File: src/rtl/frame_loader.sv
// frame_loader: writer side of the LED-matrix frame buffer.
// Waits for a start-of-frame byte and packs the following bytes six at a time
// into 48-bit RAM words ({B2,G2,R2,B1,G1,R1}, byte0 in [7:0]). It writes WORDS
// words, then pulses frame_done. If the stream stalls for TIMEOUT cycles
// mid-frame, it pulses frame_err instead.
// Build option: define DOUBLE_BUFFER_EN to write the hidden bank and swap
// disp_bank at each completed frame; otherwise bank 0 is used throughout.
// Ports:
//   clk, rst_n            clock, asynchronous active-low reset
//   in_data/in_valid      byte stream input; in_ready (combinational) accepts
//   ram_we/waddr/wdata    one-cycle RAM write per word; waddr[9] is the bank
//   disp_bank             bank currently shown by the display
//   busy                  high while a frame is in progress
//   frame_done/frame_err  one-cycle completion / timeout-abort pulses
module frame_loader #(
  parameter int unsigned WORDS    = 512,
  parameter logic [7:0]  SOF_BYTE = 8'hA5,
  parameter int unsigned TIMEOUT  = 50000,
  parameter int unsigned TMO_W    = 16
) (
  input  logic        clk,
  input  logic        rst_n,
  input  logic [7:0]  in_data,
  input  logic        in_valid,
  output logic        in_ready,
  output logic        ram_we,
  output logic [9:0]  ram_waddr,
  output logic [47:0] ram_wdata,
  output logic        disp_bank,
  output logic        busy,
  output logic        frame_done,
  output logic        frame_err
);

  localparam int unsigned ADDR_W = 9;
  localparam int unsigned IDX_W  = 3;
  localparam logic [ADDR_W-1:0] LAST_ADDR = ADDR_W'(WORDS - 1);
  localparam logic [TMO_W-1:0]  TMO_LAST  = TMO_W'(TIMEOUT - 1);
  localparam logic [IDX_W-1:0]  LAST_IDX  = IDX_W'(5);

`ifdef DOUBLE_BUFFER_EN
  localparam logic DBUF = 1'b1;
`else
  localparam logic DBUF = 1'b0;
`endif

  typedef enum logic [1:0] {S_IDLE, S_RECV, S_WRITE, S_DONE} state_t;

  state_t              state_q, state_d;
  logic [ADDR_W-1:0]   addr_q, addr_d;
  logic [IDX_W-1:0]    idx_q, idx_d;
  logic [TMO_W-1:0]    tmo_q, tmo_d;
  logic [47:0]         word_q, word_d;
  logic                ram_we_d, disp_bank_d, busy_d, frame_done_d, frame_err_d;
  logic [9:0]          ram_waddr_d;
  logic [47:0]         ram_wdata_d;
  logic                accept;
  logic                bank_bit;

  // Accept bytes only while idle-hunting for SOF or receiving frame data.
  assign in_ready = (state_q == S_IDLE) || (state_q == S_RECV);
  assign accept   = in_valid && in_ready;
  // Writes target the hidden bank when double buffering, else bank 0.
  assign bank_bit = DBUF & ~disp_bank;

  // Next-state and next-output logic.
  always_comb begin
    state_d      = state_q;
    addr_d       = addr_q;
    idx_d        = idx_q;
    tmo_d        = tmo_q;
    word_d       = word_q;
    ram_we_d     = 1'b0;
    ram_waddr_d  = ram_waddr;
    ram_wdata_d  = ram_wdata;
    disp_bank_d  = disp_bank;
    frame_done_d = 1'b0;
    frame_err_d  = 1'b0;

    case (state_q)
      S_IDLE: begin
        if (accept && (in_data == SOF_BYTE)) begin
          state_d = S_RECV;
          addr_d  = '0;
          idx_d   = '0;
          tmo_d   = '0;
        end
      end
      S_RECV: begin
        if (accept) begin
          word_d[{idx_q, 3'b000} +: 8] = in_data;
          tmo_d = '0;
          if (idx_q == LAST_IDX) begin
            // Sixth byte: the complete word is presented on the next cycle.
            state_d     = S_WRITE;
            idx_d       = '0;
            ram_we_d    = 1'b1;
            ram_waddr_d = {bank_bit, addr_q};
            ram_wdata_d = word_d;
          end else begin
            idx_d = idx_q + IDX_W'(1);
          end
        end else if (tmo_q == TMO_LAST) begin
          // Stream stalled: abandon the frame, keep what is already written.
          state_d     = S_IDLE;
          addr_d      = '0;
          idx_d       = '0;
          frame_err_d = 1'b1;
        end else if (tmo_q != '1) begin
          tmo_d = tmo_q + TMO_W'(1);
        end
      end
      S_WRITE: begin
        if (addr_q == LAST_ADDR) begin
          state_d      = S_DONE;
          frame_done_d = 1'b1;
          disp_bank_d  = disp_bank ^ DBUF;
        end else begin
          state_d = S_RECV;
          addr_d  = addr_q + ADDR_W'(1);
        end
      end
      S_DONE: begin
        state_d = S_IDLE;
        addr_d  = '0;
      end
      default: state_d = S_IDLE;
    endcase

    busy_d = (state_d != S_IDLE);
  end

  // State and output registers.
  always_ff @(posedge clk or negedge rst_n) begin
    if (!rst_n) begin
      state_q    <= S_IDLE;
      addr_q     <= '0;
      idx_q      <= '0;
      tmo_q      <= '0;
      word_q     <= '0;
      ram_we     <= 1'b0;
      ram_waddr  <= '0;
      ram_wdata  <= '0;
      disp_bank  <= 1'b0;
      busy       <= 1'b0;
      frame_done <= 1'b0;
      frame_err  <= 1'b0;
    end else begin
      state_q    <= state_d;
      addr_q     <= addr_d;
      idx_q      <= idx_d;
      tmo_q      <= tmo_d;
      word_q     <= word_d;
      ram_we     <= ram_we_d;
      ram_waddr  <= ram_waddr_d;
      ram_wdata  <= ram_wdata_d;
      disp_bank  <= disp_bank_d;
      busy       <= busy_d;
      frame_done <= frame_done_d;
      frame_err  <= frame_err_d;
    end
  end

endmodule

File: config.mk
export PLATFORM = sky130hd
export DESIGN_NAME = frame_loader
export DESIGN_NICKNAME = d
export VERILOG_FILES = /design/src/rtl/frame_loader.sv
export SDC_FILE = /design/constraint.sdc
export NUM_CORES = 1
export LEC_CHECK = 0
export ABC_AREA = 1
export CAP_MARGIN = 25
export CORE_ASPECT_RATIO = 2
export CORE_MARGIN = 2
export CORE_UTILIZATION = 57
export DETAILED_ROUTE_END_ITERATION = 8
export MAX_ROUTING_LAYER = met4
export PLACE_DENSITY = 0.81
export SYNTH_ARGS = -nofsm -noshare
export SYNTH_HDL_FRONTEND = slang
export SYNTH_SLANG_ARGS = --single-unit
File: constraint.sdc
create_clock -name clk -period 3.35 [get_ports clk]
set_clock_uncertainty 0.1 [all_clocks]
set_input_delay 1.005 -clock clk [delete_from_list [all_inputs] [get_ports clk]]
set_output_delay 1.005 -clock clk [all_outputs]
set_load 0.005 [all_outputs]
# Word level (Yosys, flattened, before mapping)
# Cells that the tools add are included.
# Widths: inputs -> output; s select.
classes:
  n_addsub: 4
  multipliers: 0
  n_reduce_logical: 11
  order_cmp: 0
  div_mod_pow: 0
  shift: 2
  n_eq_ne: 15
  bitwise: 0
  mux: 30
ops:
  columns: ["cell", "count"]
  rows:
  - ["$mux 16", 4]
  - ["$bwmux 48", 1]
  - ["$shift 8x8->48 const A", 1]
  - ["$shiftx 8x8->48", 1]
  - ["$mux 9", 4]
  - ["$pmux 9 s4", 1]
  - ["$pmux 16 s2", 1]
  - ["$add 16x1->16 const B", 1]
  - ["$eq 16x16->1 const B", 1]
  - ["$ne 16x16->1 const B", 1]
  - ["$mux 3", 4]
  - ["$mux 2", 5]
  - ["$add 9x1->9 const B", 1]
  - ["$eq 9x9->1 const B", 1]
  - ["$eq 8x8->1 const B", 1]
  - ["$mux 1", 8]
  - ["$neg 6->8", 1]
  - ["$pmux 2 s4", 1]
  - ["$reduce_and 4->1", 2]
  - ["$ne 3x2->1 const B", 2]
  - ["$pmux 3 s2", 1]
  - ["$reduce_and 3->1", 2]
  - ["$eq 2x2->1 const B", 2]
  - ["$ne 2x1->1 const B", 2]
  - ["other kinds (10)", 13]
totals:
  output_inout_bits: 64
  word_cells: 73
  latchBits: 0
  n_memories: 0
  regBits: 139
  ramBits: 0
  in_bits: 11
  rom_bits: 0

# Depth between registers and ports, before layout
logic_depth:
  depth_word: 7
  ltp_mapped: 11
  depth_no_buf: 11

# Worst setup path after synthesis
# OpenSTA, ideal clock, no wires.
synth_path:
  kind: "in2reg"
  from: "in in_data[6]"
  to: "reg tmo_q[10]"
  path_buffers: 1
  setup_ps: 123
  slack_ps: 1269
  required_ps: 3127
  arrival_ps: 1858
  cell_stages: 9
  cell_sequence: "inv_1 nand2_1 nor2_2 nand4_2 nand2_2 nand2_4 buf_6 o21ai_0 nand2_1"
synth_via:
  elab_chain_len: 4
synth_rtl:
  columns: ["element", "line_no", "source"]
  rows:
  - ["from (decl)", "23", "input logic [7:0] in_data,"]
  - ["$eq 8x8->1", "82", "if (accept && (in_data == SOF_BYTE)) begin"]
  - ["$logic_and 1x1->1", "82", null]
  - ["$ne 2x1->1 (no source line)", null, null]
  - ["$reduce_and 4->1 (no source line)", null, null]
  - ["to (signal assigned)", "152", "tmo_q <= tmo_d;"]
  - ["to (decl)", "52", "logic [TMO_W-1:0] tmo_q, tmo_d;"]
# Every way passes these cells.
# A chain may end at the register's enable or synchronous reset.

# Worst setup path after layout
layout_path:
  from: "reg state_q[1]"
  to: "out in_ready"
layout_via:
  elab_chain_len: 2
  elab_cells_between_ends: 3
  cone_classes: "1 x eq/ne; 2 x reduce/logical"
layout_rtl:
  columns: ["element", "line_no", "source"]
  rows:
  - ["from (decl)", "49", "state_t state_q, state_d;"]
  - ["from (signal assigned)", "149", "state_q <= state_d;"]
  - ["$eq 2x1->1 or $logic_not 2->1 (tied branches)", "61", "assign in_ready = (state_q == S_IDLE) || (state_q == S_RECV);"]
  - ["$logic_or 1x1->1 *", "61", null]
  - ["to (decl)", "25", "output logic in_ready,"]
# Every way passes the cells marked *; elsewhere a longest branch is shown, timed or not.

==> results.yml <==
run_status:
  status: "finished, final reports clean"
die:
  row_count: 56
  ios: 75
  fp.dieH_um: 159
  die_x_um: 81.5
  dieArea_sq_um: 13000
  start_util: 0.585
  core-area_sq_um: 11700
grt:
  grt_overflow: 0
  antenna_found_initial: 0
  grt.busiest_layer: "met2"
  globalRouteMet3Util: 0.0482
  globalRouteTotalUtil: 0.286
  grt_max_degree: 75
  grt_pass1_vias: 5789
  grt_use_met2: 0.475
  use_met1: 0.326
  grt_pass1_wl_um: 27900
power:
  internal_power_mw: 3.96
  seqPwrFrac: 0.390
  p_leak_nw: 3.93
  p_per_area_nw_per_um2: 759
  switchingPower_mw: 2.26
  switching_share: 0.363
  pwr-share-comb: 0.344
  max-vdd-ir-drop_mv: 0.563
  clockPowerShare: 0.266
layout:
  post_route_cells_drive_above_1_share: 0.0839
  area_growth_pct: 19.4
  postLayoutCoreUtil: 0.699
  nets: 938
  antenna_cells: 0
  finalNonFillerCells: 1075
  post-route-cell-area_sq_um: 8180
  n_fill_cell: 951
setup_path:
  rrSetupSlack_ns: 0.94
  reg2regPathDepth: 8
  slowest_stage: "clkdlybuf4s50_1"
  critical_path_class: "flip-flop to output pin"
  path_cells: "inv_1, clkdlybuf4s50_1"
  start_kind: "flip-flop"
  worstPathRequired_ns: 2.24
  worst_r2r_endpoint: "ram_wdata[21]"
  critPathCaptureType: "output pin"
  cp.arrival_ns: 1.55
  critical_path.max_fanout: 4
  cp_top_family: "buffers and inverters"
  r2r-start: "idx_q[1]"
  max_stage_delay_ns: 0.54
  worst-path-buf-inv: 2
drt:
  drt-total-wl_um: 16900
  via_per_inst: 5.51
  dr_total_vias: 5922
  drcViolationCount: 0
  antenna_left: 0
  dr.pass1.iters: 5
  routedWlPerCell_um: 15.7
  dr.first_iter.drc_count: 364
placement:
  pre_cts_ws_ns: 0.446
  post_dp_cell_area_sq_um: 7660
  dp_hpwl_um: 12000
  io_buffers: 72
  place_congestion: 0.959
  placed_cells: 1044
timing:
  slew_violations: 0
  setup_slack_ns: 0.699
  tightestPinTransition_ns: 0.676
  slew_headroom: 0.549
  period_needed_ns: 2.65
  finalCritPeriodShare: 0.791
  finalSetupViolCount: 0
  tns_ns: 0
  hold_viol_final: 0
  fmax_mhz: 377
  grt_setup_unrepaired: "false"
clock_tree:
  post_cts_buffers: 0
  path_clk_slew_ns: 0.06
  cts-resized-gates: 0
  cts-hold-fix-buffers: 0
  cts.sinks: 139
  cts_made_buffers: 17
  insertion_delay_ns: 0.42
  tritoncts: "done"
  htree_levels: 4
  clockBufferDepth: 2
  cts-root-buf: "clkbuf_16"
min_path:
  whs_endpoint: "ram_waddr[2]"
  hold_start: "ram_waddr[2]"
  hold_depth: 2
  hold_class: "flip-flop to flip-flop"
synth:
  syn_inst: 852
  synth_area_leaders: "dfrtp_1 51%, nand2_1 16%, o21ai_0 7.2%"
  synth-seq-cells: 139
  avgSynthCellArea_sq_um: 8.04
  synth_ff_type: "dfrtp_1"
  yosysWarnings: 0
  synth_area_sq_um: 6850
  async_flop_share: 1.00
  synth_edf_count: 0
  yosysTopAreaCell: "dfrtp_1"
  ys_seq_area_frac: 0.508
  yosysTopAreaCellShare: 0.508
  synth.distinct_cells: 35
run:
  drv_cap: 0
==> synth_stat cells (3+ instances only) <==
cell type / instances
nand2_1: 292
or2_2: 4
nor2_1: 47
inv_1: 62
dfrtp_1: 139
nor2_4: 5
buf_6: 4
nand4_1: 17
o21ai_0: 98
o211ai_1: 16
nand3_1: 48
nor2_2: 3
buf_4: 6
ha_1: 9
nor3_1: 7
clkbuf_1: 9
inv_2: 10
nand2_2: 4
nand3_2: 4
nand2_4: 4
o21ai_1: 25
a21oi_1: 4
buf_2: 15
o31ai_1: 4
xor2_1: 4
==> cells by family after synthesis <==
family                     Yosys count  share of synthesized area
AOI/OAI and AO/OA                  149                      0.118
xor gates and xnor gates             4                    0.00511
adders and majority gates            9                     0.0164
buffers and inverters              108                     0.0696
DFF                                139                      0.508
other                                1                   0.000547
and+or+nand+nor                    442                      0.282
==> placed cells by master, fill, tap and decap left out <==
cell and count:
nor3b_1 1, conb_1 2, dfrtp_1 139, clkbuf_8 1, nand2_4 4, o211ai_1 16, clkinvlp_4 4, clkdlybuf4s50_1 71
clkinv_4 2, a21oi_1 4, ha_1 9, nand4_2 2, nor3_1 7, nand3_4 1, inv_1 62, o31ai_1 4
buf_6 1, o21ai_1 25, xor2_1 4, a21oi_4 1, nand3b_1 1, or2_2 4, clkinv_1 1, clkbuf_1 1
buf_12 3, o21bai_1 1, nand3_2 4, clkinv_2 6, o21ai_0 98, nand4_1 17, inv_2 10, nand3_1 48
nor2_1 47, nand2_1 292, nand2_2 4, buf_4 6, clkbuf_16 17, nor2_4 5, nor2_2 3, nor4_1 2
==> flip-flops by register name, indices dropped and copies added (netlist names), 2 cells and up <==
signal	flops
ram_waddr	9
word_q	48
tmo_q	16
ram_wdata	48
idx_q	3
state_q	2
addr_q	9
==> worst max-delay path by stage <==
| stage | start | end | slack [ns] | cells after the start |
|---|---|---|---|---|
| after floorplan | in_data[6] | tmo_q[10] | 1.27 | 9 |
| after global placement | in_valid | tmo_q[14] | 0.53 | 9 |
| after detailed placement | in_data[2] | tmo_q[5] | 0.45 | 9 |
| after CTS | state_q[1] | in_ready | 0.69 | 2 |
| after global routing | state_q[1] | in_ready | 0.64 | 2 |
| final | state_q[1] | in_ready | 0.70 | 2 |
==> cell type report <==
cell class                      instances  area, sq um  area share
Clock inverter                         12         77.6     0.00948
Tap cell                              145          181      0.0222
Sequential cell                       139         3480       0.425
Inverter                               73          274      0.0335
Clock buffer                           19          443      0.0541
Timing Repair Buffer                   81          827       0.101
Multi-Input combinational cell        606         2900       0.354
==> layer usage <==
| layer | vias to the layer above | wire length [um] |
|---|---|---|
| li1 | 2897 | - |
| met1 | 2839 | 6580 |
| met2 | 143 | 9050 |
| met3 | 43 | 522 |
| met4 | 0 | 723 |
| met5 | - | 0 |
==> tightest hold or removal path: cells and delay by family, from the launching register on <==
family        cells  cell delay (ns)
flops             1             0.34
simple gates      2             0.10
==> power groups by stage <==
stage / combinational, mW / sequential (mW) / clock [mW]
final: 2.13 / 2.42 / 1.66
after global routing: 2.41 / 2.47 / 1.75
after CTS: 2.15 / 2.42 / 1.67
after detailed placement: 2.14 / 2.44 / 0
after global placement: 2.08 / 2.42 / 0
after floorplan: 1.32 / 2.41 / 0
==> metrics by stage <==
step | hold WS (ns) | total power, mW
floorplan | 0.348 | 3.73
global placement | 0.357 | 4.51
detailed placement | 0.365 | 4.57
CTS | 0.380 | 6.24
global route | 0.401 | 6.63
finish | 0.372 | 6.21
Note: power is estimated with default switching activity, not from simulation.
